--- src/rtl/pinball_pkg.sv ---
// Shared key-decoder types and the scan codes used by the pinball front end.
// Codes are 9 bits wide; bit 8 is set for E0-extended scan codes.
package pinball_pkg;

  localparam int KEY_CODE_W = 9;

  typedef logic [KEY_CODE_W-1:0] key_code_t;

  localparam key_code_t KEY_LEFT  = 9'h16B;
  localparam key_code_t KEY_RIGHT = 9'h174;
  localparam key_code_t KEY_SPACE = 9'h029;
  localparam key_code_t KEY_ENTER = 9'h05A;

  typedef enum logic {
    KEY_IDLE = 1'b0,
    KEY_HELD = 1'b1
  } key_state_t;

  function automatic int max_int(input int a, input int b);
    max_int = (a > b) ? a : b;
  endfunction

endpackage

--- src/rtl/key_channel.sv ---
// One decoded key: IDLE/HELD state machine, auto-repeat countdown and toggle latch.
// Every output is taken straight from a flop, so it changes one cycle after the qualifying input.
module key_channel
  import pinball_pkg::*;
#(
  parameter int CNT_W         = 3,
  parameter int HOLD_DELAY    = 4,
  parameter int REPEAT_PERIOD = 2
) (
  input  logic clk,
  input  logic resetN,
  input  logic make_hit,
  input  logic break_hit,
  input  logic clear_latch,
  output logic pressed,
  output logic rise_pulse,
  output logic fall_pulse,
  output logic latch,
  output logic strobe
);

  localparam logic [CNT_W-1:0] HOLD_LOAD = CNT_W'(HOLD_DELAY - 1);
  localparam logic [CNT_W-1:0] REP_LOAD  = CNT_W'(REPEAT_PERIOD - 1);
  localparam logic [CNT_W-1:0] CNT_ZERO  = {CNT_W{1'b0}};
  localparam logic [CNT_W-1:0] CNT_ONE   = CNT_W'(1);

  key_state_t       state_q, state_d;
  logic [CNT_W-1:0] cnt_q, cnt_d;
  logic             rise_q, rise_d;
  logic             fall_q, fall_d;
  logic             strobe_q, strobe_d;
  logic             latch_q, latch_d;
  logic             press_s;

  // A break always overrides a make in the same cycle.
  assign press_s = make_hit & ~break_hit;

  // State, counter and output flops.
  always_ff @(posedge clk or negedge resetN) begin
    if (!resetN) begin
      state_q  <= KEY_IDLE;
      cnt_q    <= CNT_ZERO;
      rise_q   <= 1'b0;
      fall_q   <= 1'b0;
      strobe_q <= 1'b0;
      latch_q  <= 1'b0;
    end else begin
      state_q  <= state_d;
      cnt_q    <= cnt_d;
      rise_q   <= rise_d;
      fall_q   <= fall_d;
      strobe_q <= strobe_d;
      latch_q  <= latch_d;
    end
  end

  // Next-state logic.
  always_comb begin
    state_d = state_q;
    case (state_q)
      KEY_IDLE: begin
        if (press_s) state_d = KEY_HELD;
        else         state_d = KEY_IDLE;
      end
      KEY_HELD: begin
        if (break_hit) state_d = KEY_IDLE;
        else           state_d = KEY_HELD;
      end
      default: state_d = KEY_IDLE;
    endcase
  end

  // Pulses, repeat counter and latch; typematic re-makes while held are ignored.
  always_comb begin
    rise_d   = 1'b0;
    fall_d   = 1'b0;
    strobe_d = 1'b0;
    cnt_d    = cnt_q;
    case (state_q)
      KEY_IDLE: begin
        if (press_s) begin
          rise_d   = 1'b1;
          strobe_d = 1'b1;
          cnt_d    = HOLD_LOAD;
        end else begin
          cnt_d    = CNT_ZERO;
        end
      end
      KEY_HELD: begin
        if (break_hit) begin
          fall_d = 1'b1;
          cnt_d  = CNT_ZERO;
        end else if (cnt_q == CNT_ZERO) begin
          strobe_d = 1'b1;
          cnt_d    = REP_LOAD;
        end else begin
          cnt_d = cnt_q - CNT_ONE;
        end
      end
      default: begin
        cnt_d = CNT_ZERO;
      end
    endcase

    if (clear_latch)  latch_d = 1'b0;
    else if (rise_d)  latch_d = ~latch_q;
    else              latch_d = latch_q;
  end

  assign pressed    = (state_q == KEY_HELD);
  assign rise_pulse = rise_q;
  assign fall_pulse = fall_q;
  assign strobe     = strobe_q;
  assign latch      = latch_q;

endmodule

--- src/rtl/key_decoder_bank.sv ---
// N-channel PS/2 key decoder: matches the incoming scan code against each channel's code
// and feeds one key_channel per key; also registers an any-key-held flag.
module key_decoder_bank
  import pinball_pkg::*;
#(
  parameter int        NUM_KEYS                = 4,
  parameter key_code_t KEY_CODES [NUM_KEYS]    = '{KEY_LEFT, KEY_RIGHT, KEY_SPACE, KEY_ENTER},
  parameter int        HOLD_DELAY              = 12_500_000,
  parameter int        REPEAT_PERIOD           = 2_500_000
) (
  input  logic                clk,
  input  logic                resetN,
  input  logic [8:0]          key_code,
  input  logic                make,
  input  logic                breakk,
  input  logic                clearLatch,
  output logic [NUM_KEYS-1:0] keyIsPressed,
  output logic [NUM_KEYS-1:0] keyRisingEdgePulse,
  output logic [NUM_KEYS-1:0] keyFallingEdgePulse,
  output logic [NUM_KEYS-1:0] keyLatch,
  output logic [NUM_KEYS-1:0] keyStrobe,
  output logic                anyKeyPressed
);

  localparam int CNT_W = $clog2(max_int(HOLD_DELAY, REPEAT_PERIOD)) + 1;

  logic [NUM_KEYS-1:0] make_hit_s;
  logic [NUM_KEYS-1:0] break_hit_s;
  logic                any_q, any_d;

  // Duplicate codes simply light up every channel that carries them.
  for (genvar i = 0; i < NUM_KEYS; i++) begin : g_chan
    assign make_hit_s[i]  = make   & (key_code == KEY_CODES[i]);
    assign break_hit_s[i] = breakk & (key_code == KEY_CODES[i]);

    key_channel #(
      .CNT_W         (CNT_W),
      .HOLD_DELAY    (HOLD_DELAY),
      .REPEAT_PERIOD (REPEAT_PERIOD)
    ) u_chan (
      .clk         (clk),
      .resetN      (resetN),
      .make_hit    (make_hit_s[i]),
      .break_hit   (break_hit_s[i]),
      .clear_latch (clearLatch),
      .pressed     (keyIsPressed[i]),
      .rise_pulse  (keyRisingEdgePulse[i]),
      .fall_pulse  (keyFallingEdgePulse[i]),
      .latch       (keyLatch[i]),
      .strobe      (keyStrobe[i])
    );
  end

  // Reduction of the registered press levels, so it trails keyIsPressed by a cycle.
  always_comb begin
    any_d = |keyIsPressed;
  end

  // Any-key flop.
  always_ff @(posedge clk or negedge resetN) begin
    if (!resetN) any_q <= 1'b0;
    else         any_q <= any_d;
  end

  assign anyKeyPressed = any_q;

endmodule

--- config.mk ---
export PLATFORM = sky130hd
export DESIGN_NAME = key_decoder_bank
export DESIGN_NICKNAME = d
export VERILOG_FILES = /design/src/rtl/pinball_pkg.sv /design/src/rtl/key_channel.sv /design/src/rtl/key_decoder_bank.sv
export SDC_FILE = /design/constraint.sdc
export NUM_CORES = 1
export LEC_CHECK = 0
export CAP_MARGIN = 10
export CORE_UTILIZATION = 55
export DETAILED_ROUTE_END_ITERATION = 7
export GPL_ROUTABILITY_DRIVEN = 0
export PLACE_DENSITY = 0.75
export SYNTH_ARGS = -nofsm -noshare
export SYNTH_HDL_FRONTEND = slang
export SYNTH_SLANG_ARGS = --single-unit
--- constraint.sdc ---
create_clock -name clk -period 3.8 [get_ports clk]
set_input_delay 1.14 -clock clk [delete_from_list [all_inputs] [get_ports clk]]
set_output_delay 1.14 -clock clk [all_outputs]
set_load 0.01 [all_outputs]
## After elaboration in Yosys (flattened, before gate mapping)

Index checks and enable logic that the tools add are counted.

- Bits in registers: 121
- Word-level logic and storage cells: 126

- $add $sub $neg: 4
- Eq/ne operators: 4
- Multiplexer cells: 60
- Bitwise gates (word level): 24
- Reduce and logical (&&, ||, !) cells: 9

Operator list:

| operator | count |
|---|---|
| $mux 25 | 8 |
| $pmux 25 s2 | 4 |
| $logic_not 25->1 | 4 |
| $sub 25x1->25 const B | 4 |
| $mux 24 | 4 |
| $mux 1 | 36 |
| $eq 9x9->1 const B | 2 |
| $pmux 1 s2 | 8 |
| $and 1x1->1 | 12 |
| $not 1->1 | 12 |
| $eq 9x6->1 const B | 1 |
| $eq 9x7->1 const B | 1 |
| $reduce_bool 2->1 | 4 |
| $reduce_or 4->1 | 1 |

## Logic depth before layout (Yosys ltp)

- Depth in word-level cells: 8
- Depth in mapped cells: 9
- Mapped depth without buffers: 7

## Modules after synthesis

From an unflattened synthesis, not the netlist that was laid out.

- Cells, all modules: 544
- Area, all modules: 5785.5 µm²

Modules (own cells, without submodules):

| module | instances | cells an instance | area each (µm²) |
|---|---|---|---|
| key_channel | 4 | 131 | 1407.6 |
| key_decoder_bank | 1 | 20 | 155.1 |

## Least setup slack after synthesis

Ideal clock, no wire load.

- Kind: in2reg
- From: input key_code[4]
- To: register g_chan[0].u_chan.cnt_q[0]
- Data arrival time: 2.686 ns
- Required time: 3.722 ns
- Path slack: 1.037 ns
- Stages on the path: 7
- Path buffers: 1
- Cells stage by stage: nor4bb_1 > nand2_1 > or4_1 > clkbuf_1 > inv_1 > nor2_1 > a21oi_1

- Word-level cells in the longest chain between the ends: 6
- Elaborated cells between the ends (all ways): 8
- Those cells by class: eq/ne: 1; mux: 3; bitwise: 4

RTL lines:

| what | line | RTL |
|---|---|---|
| start: declaration | key_decoder_bank.sv:13 | `input logic [8:0] key_code,` |
| $eq 9x9->1 * | key_decoder_bank.sv:33, key_decoder_bank.sv:34 |  |
| $and 1x1->1 | key_decoder_bank.sv:34 | `assign break_hit_s[i] = breakk & (key_code == KEY_CODES[i]);` |
| $not 1->1 | key_channel.sv:36 | `assign press_s = make_hit & ~break_hit;` |
| $and 1x1->1 | key_channel.sv:36 |  |
| $mux 24 | key_channel.sv:81 | `if (press_s) begin` |
| $pmux 25 s2 * | key_channel.sv:79 | `case (state_q)` |
| net g_chan[0].u_chan.cnt_d[0] | key_channel.sv:28 | `logic [CNT_W-1:0] cnt_q, cnt_d;` |
| end signal: assignment | key_channel.sv:49 | `cnt_q <= cnt_d;` |
| end: declaration | key_channel.sv:28 |  |

Mark *: on every way through the listed nets, which the timed path passes. The rest lies on a longest branch.
A chain may end at the register's enable or synchronous reset.

## Worst setup path in the final report

- From: input key_code[2]
- To: register g_chan[1].u_chan.cnt_q[18]

- Word-level cells in the longest chain between the ends: 6
- Elaborated cells between the ends (all ways): 8
- Those cells by class: eq/ne: 1; mux: 3; bitwise: 4

RTL lines:

| what | line |
|---|---|
| $eq 9x9->1 * | key_decoder_bank.sv:33, key_decoder_bank.sv:34 |
| $and 1x1->1 | key_decoder_bank.sv:34 |
| $not 1->1 | key_channel.sv:36 |
| $and 1x1->1 | key_channel.sv:36 |
| $mux 24 | key_channel.sv:81 |
| $pmux 25 s2 * | key_channel.sv:79 |
| net g_chan[1].u_chan.cnt_d[18] | key_channel.sv:28 |
| end signal: assignment | key_channel.sv:49 |
| end: declaration | key_channel.sv:28 |

Marks and branches as above.

==> impl_metrics.tcl <==
set metrics [dict create \
    status "finished, final reports clean" \
    synthAdderAreaFrac 0.00843 \
    hold_class "reg -> reg" \
    worst_skew_pair.late_latency_ns 0.53 \
    grt_overflow 0 \
    synth.area.mux_share 0 \
    antennaDiodeCount 0 \
    yosys.area_share.xor_xnor 0.125 \
    startpoint_type "input port" \
    synth.top_cells.by_count "121 x dfrtp_1, 68 x nor2_1, 65 x xnor2_1" \
    cts_resized 0 \
    cts-root-buf "clkbuf_8" \
    skew_ns 0.00915 \
    ys_ff_latch 121 \
    hold_violations 0 \
    worstMarginPinSlew_ns 0.735 \
    pin_count 35 \
    ir_drop_uv 447 \
    ys.warnings.count 0 \
    crit_path_cell_trace "clkdlybuf4s50_1 -> nor3b_1 -> and3_1 -> a21o_1 -> inv_1 -> a31oi_1 -> o21ai_0" \
    start_util 0.570 \
    track_usage 0.252 \
    cp.required_ns 4.15 \
    routed_via_density 5.83 \
    numCtsBuffers 17 \
    max_stage_delay_ns 0.55 \
    synth_top_family_by_area "simple AND/OR/NAND/NOR gates" \
    vias 4492 \
    post_cts_buffers 0 \
    cpLargestDelayFamily "compound AO/OA/AOI/OAI gates" \
    synth-main-ff-cell "dfrtp_1" \
    synth_top_area_share 0.510 \
    async_reset_ff_frac 1.00 \
    power_mw 4.14 \
    grt_antenna_before_repair 0 \
    fp.dieW_um 106 \
    numPortBuffers 34 \
    slew_viol_final 0 \
    synth_compound_area_frac 0.0837 \
    fmax_mhz 334 \
    grt_pass1_wl_mm 21.6 \
    coreArea_mm2 0.0104 \
    clk_pin_slew_worst_paths_ns 0.06 \
    max-cap-violations 0 \
    seq_area_frac_synth 0.510 \
    hp-start "g_chan[0].u_chan.cnt_q[0]" \
    cp_max_fo 10 \
    grt_pass1_vias 4472 \
    dieArea_mm2 0.0112 \
    nets 641 \
    worstSetupPathType "in -> reg" \
    setup_tns_ns 0 \
    setup_viol 0 \
    arrival_ns 3.34 \
    rows 37 \
    h-tree-depth 4 \
    netlist.top_cell.by_area "dfrtp_1" \
    areaGrowthSynthToFinish_pct 15.1 \
    syn_inst 596 \
    critPathSlowestCell "a31oi_1" \
    synth_edf_count 0 \
    cts-hold-fix-buffers 0 \
    p_leak_nw 3.31 \
    synth_simple_gate_area_share 0.220 \
    netlist_area_mm2 0.00594 \
    synth_fp_nets 614 \
    cts.sink_count 121 \
    fill_cells 801 \
    fin_crit_ns 2.99 \
    ant_nets 0 \
    powerDensity_mw_per_mm2 606 \
    die_h_um 106 \
    drt_wl_total_mm 12.8 \
    synth_cell_types 47 \
    drc 0 \
    drt_first_iter_violations 279 \
    clk_path_buf_depth 2 \
    rsz0062_at_grt "no" \
    yosysMostFrequentCell "dfrtp_1" \
    cts_tree "done" \
    drive_gt1_frac 0.0882 \
    slew_headroom 0.510 \
    cp-startpoint "key_code[2]" \
    detailed_place_hpwl_mm 8.53 \
    wl_per_cell_um 16.6 \
    syn_avg_cell_area_um2 9.96 \
    first_pass_iters 6 \
    worstSetupEndpointType "flip-flop" \
    r2r-start "g_chan[3].u_chan.cnt_q[2]" \
    critPathBufInv 2 \
    period_share 0.787 \
    synth.area.top_cells "dfrtp_1 51%, xnor2_1 9.6%, o21ai_0 4.6%, nor2_1 4.3%, nor4_1 3.0%" \
    grt_max_degree 58 \
]
==> layout make-up <==
class	count	area, um2	area share
Timing Repair Buffer	43	405	0.0593
Tap cell	136	170	0.0249
Inverter	21	78.8	0.0115
Clock inverter	7	66.3	0.00970
Sequential cell	121	3030	0.443
Clock buffer	24	490	0.0718
Multi-Input combinational cell	419	2590	0.380
==> metrics by stage <==
stage	setup slack (ns)	std cells	instance area [um2]	hold slack, ns	util
5_1_grt	0.517	771	6830	0.513	0.656
2_1_floorplan	1.04	596	5940	0.444	-
3_3_place_gp	0.441	740	6280	0.460	0.603
4_1_cts	0.815	771	6830	0.481	0.656
3_5_place_dp	0.303	740	6280	0.473	0.603
6_report	0.808	771	6830	0.480	0.656
==> state kept, by name (all words and copies together) (netlist names) <==
register	flops
g_chan.u_chan.latch	4
g_chan.u_chan.cnt_q	100
g_chan.u_chan.rise_pulse	4
anyKeyPressed	1
g_chan.u_chan.pressed	4
g_chan.u_chan.fall_pulse	4
g_chan.u_chan.strobe	4
==> path summary, 6_finish.rpt <==
check | endpoint | slack [ns] | cells after the start
worst max-delay path | g_chan[1].u_chan.cnt_q[18] | 0.81 | 7
worst min-delay path | g_chan[0].u_chan.cnt_q[0] | 0.48 | 1
worst max register to register | g_chan[3].u_chan.cnt_q[15] | 0.90 | 5
worst min register to register | g_chan[0].u_chan.cnt_q[0] | 0.48 | 1
max in group asynchronous | g_chan[2].u_chan.cnt_q[22] | 2.28 | 2
min in group asynchronous | g_chan[3].u_chan.cnt_q[10] | 0.66 | 1
==> cells by family after synthesis <==
logic type	count (synthesis)
flip-flops	121
AO/OA/AOI/OAI	86
XOR/XNOR	85
AND/OR/NAND/NOR	244
adder cells (fa/ha/maj)	4
buffers and inverters	56
==> worst reg2reg max path, delay by kind of cell, from the launching register on <==
kind,cells,cell delay (ns)
AND/OR/NAND/NOR,4,2.18
flip-flops,1,0.42
AO/OA/AOI/OAI,1,0.16
==> layout by cell type (no fill, tap or decap), drive strengths merged, types with 6 or more instances in the layout <==
cell and n:
xor2 20, xnor2 65, nand2b 6, a31oi 6, inv 21, nor2 68
or3 17, nand2 31, a21oi 16, nand3 7, or4 22, o21ai 54
nand4 8, clkbuf 24, clkdlybuf4s50 33, nor3 34, nor4 28, dfrtp 121
buf 10
==> where the power goes <==
group          leakage [nW]  internal [mW]  switching, mW
logic                  1.39          0.472          0.588
registers              1.64           1.42          0.145
clock network         0.277          0.946          0.564
==> layer usage <==
layer / vias up / track usage / wire length, um
met1: 2232 / 0.338 / 5730
met4: 0 / 0.104 / 177
met2: 121 / 0.392 / 6220
met3: 17 / 0.0632 / 667
met5: - / 0 / 0
li1: 2122 / - / -
No activity file was read; power rests on OpenSTA's default activity.
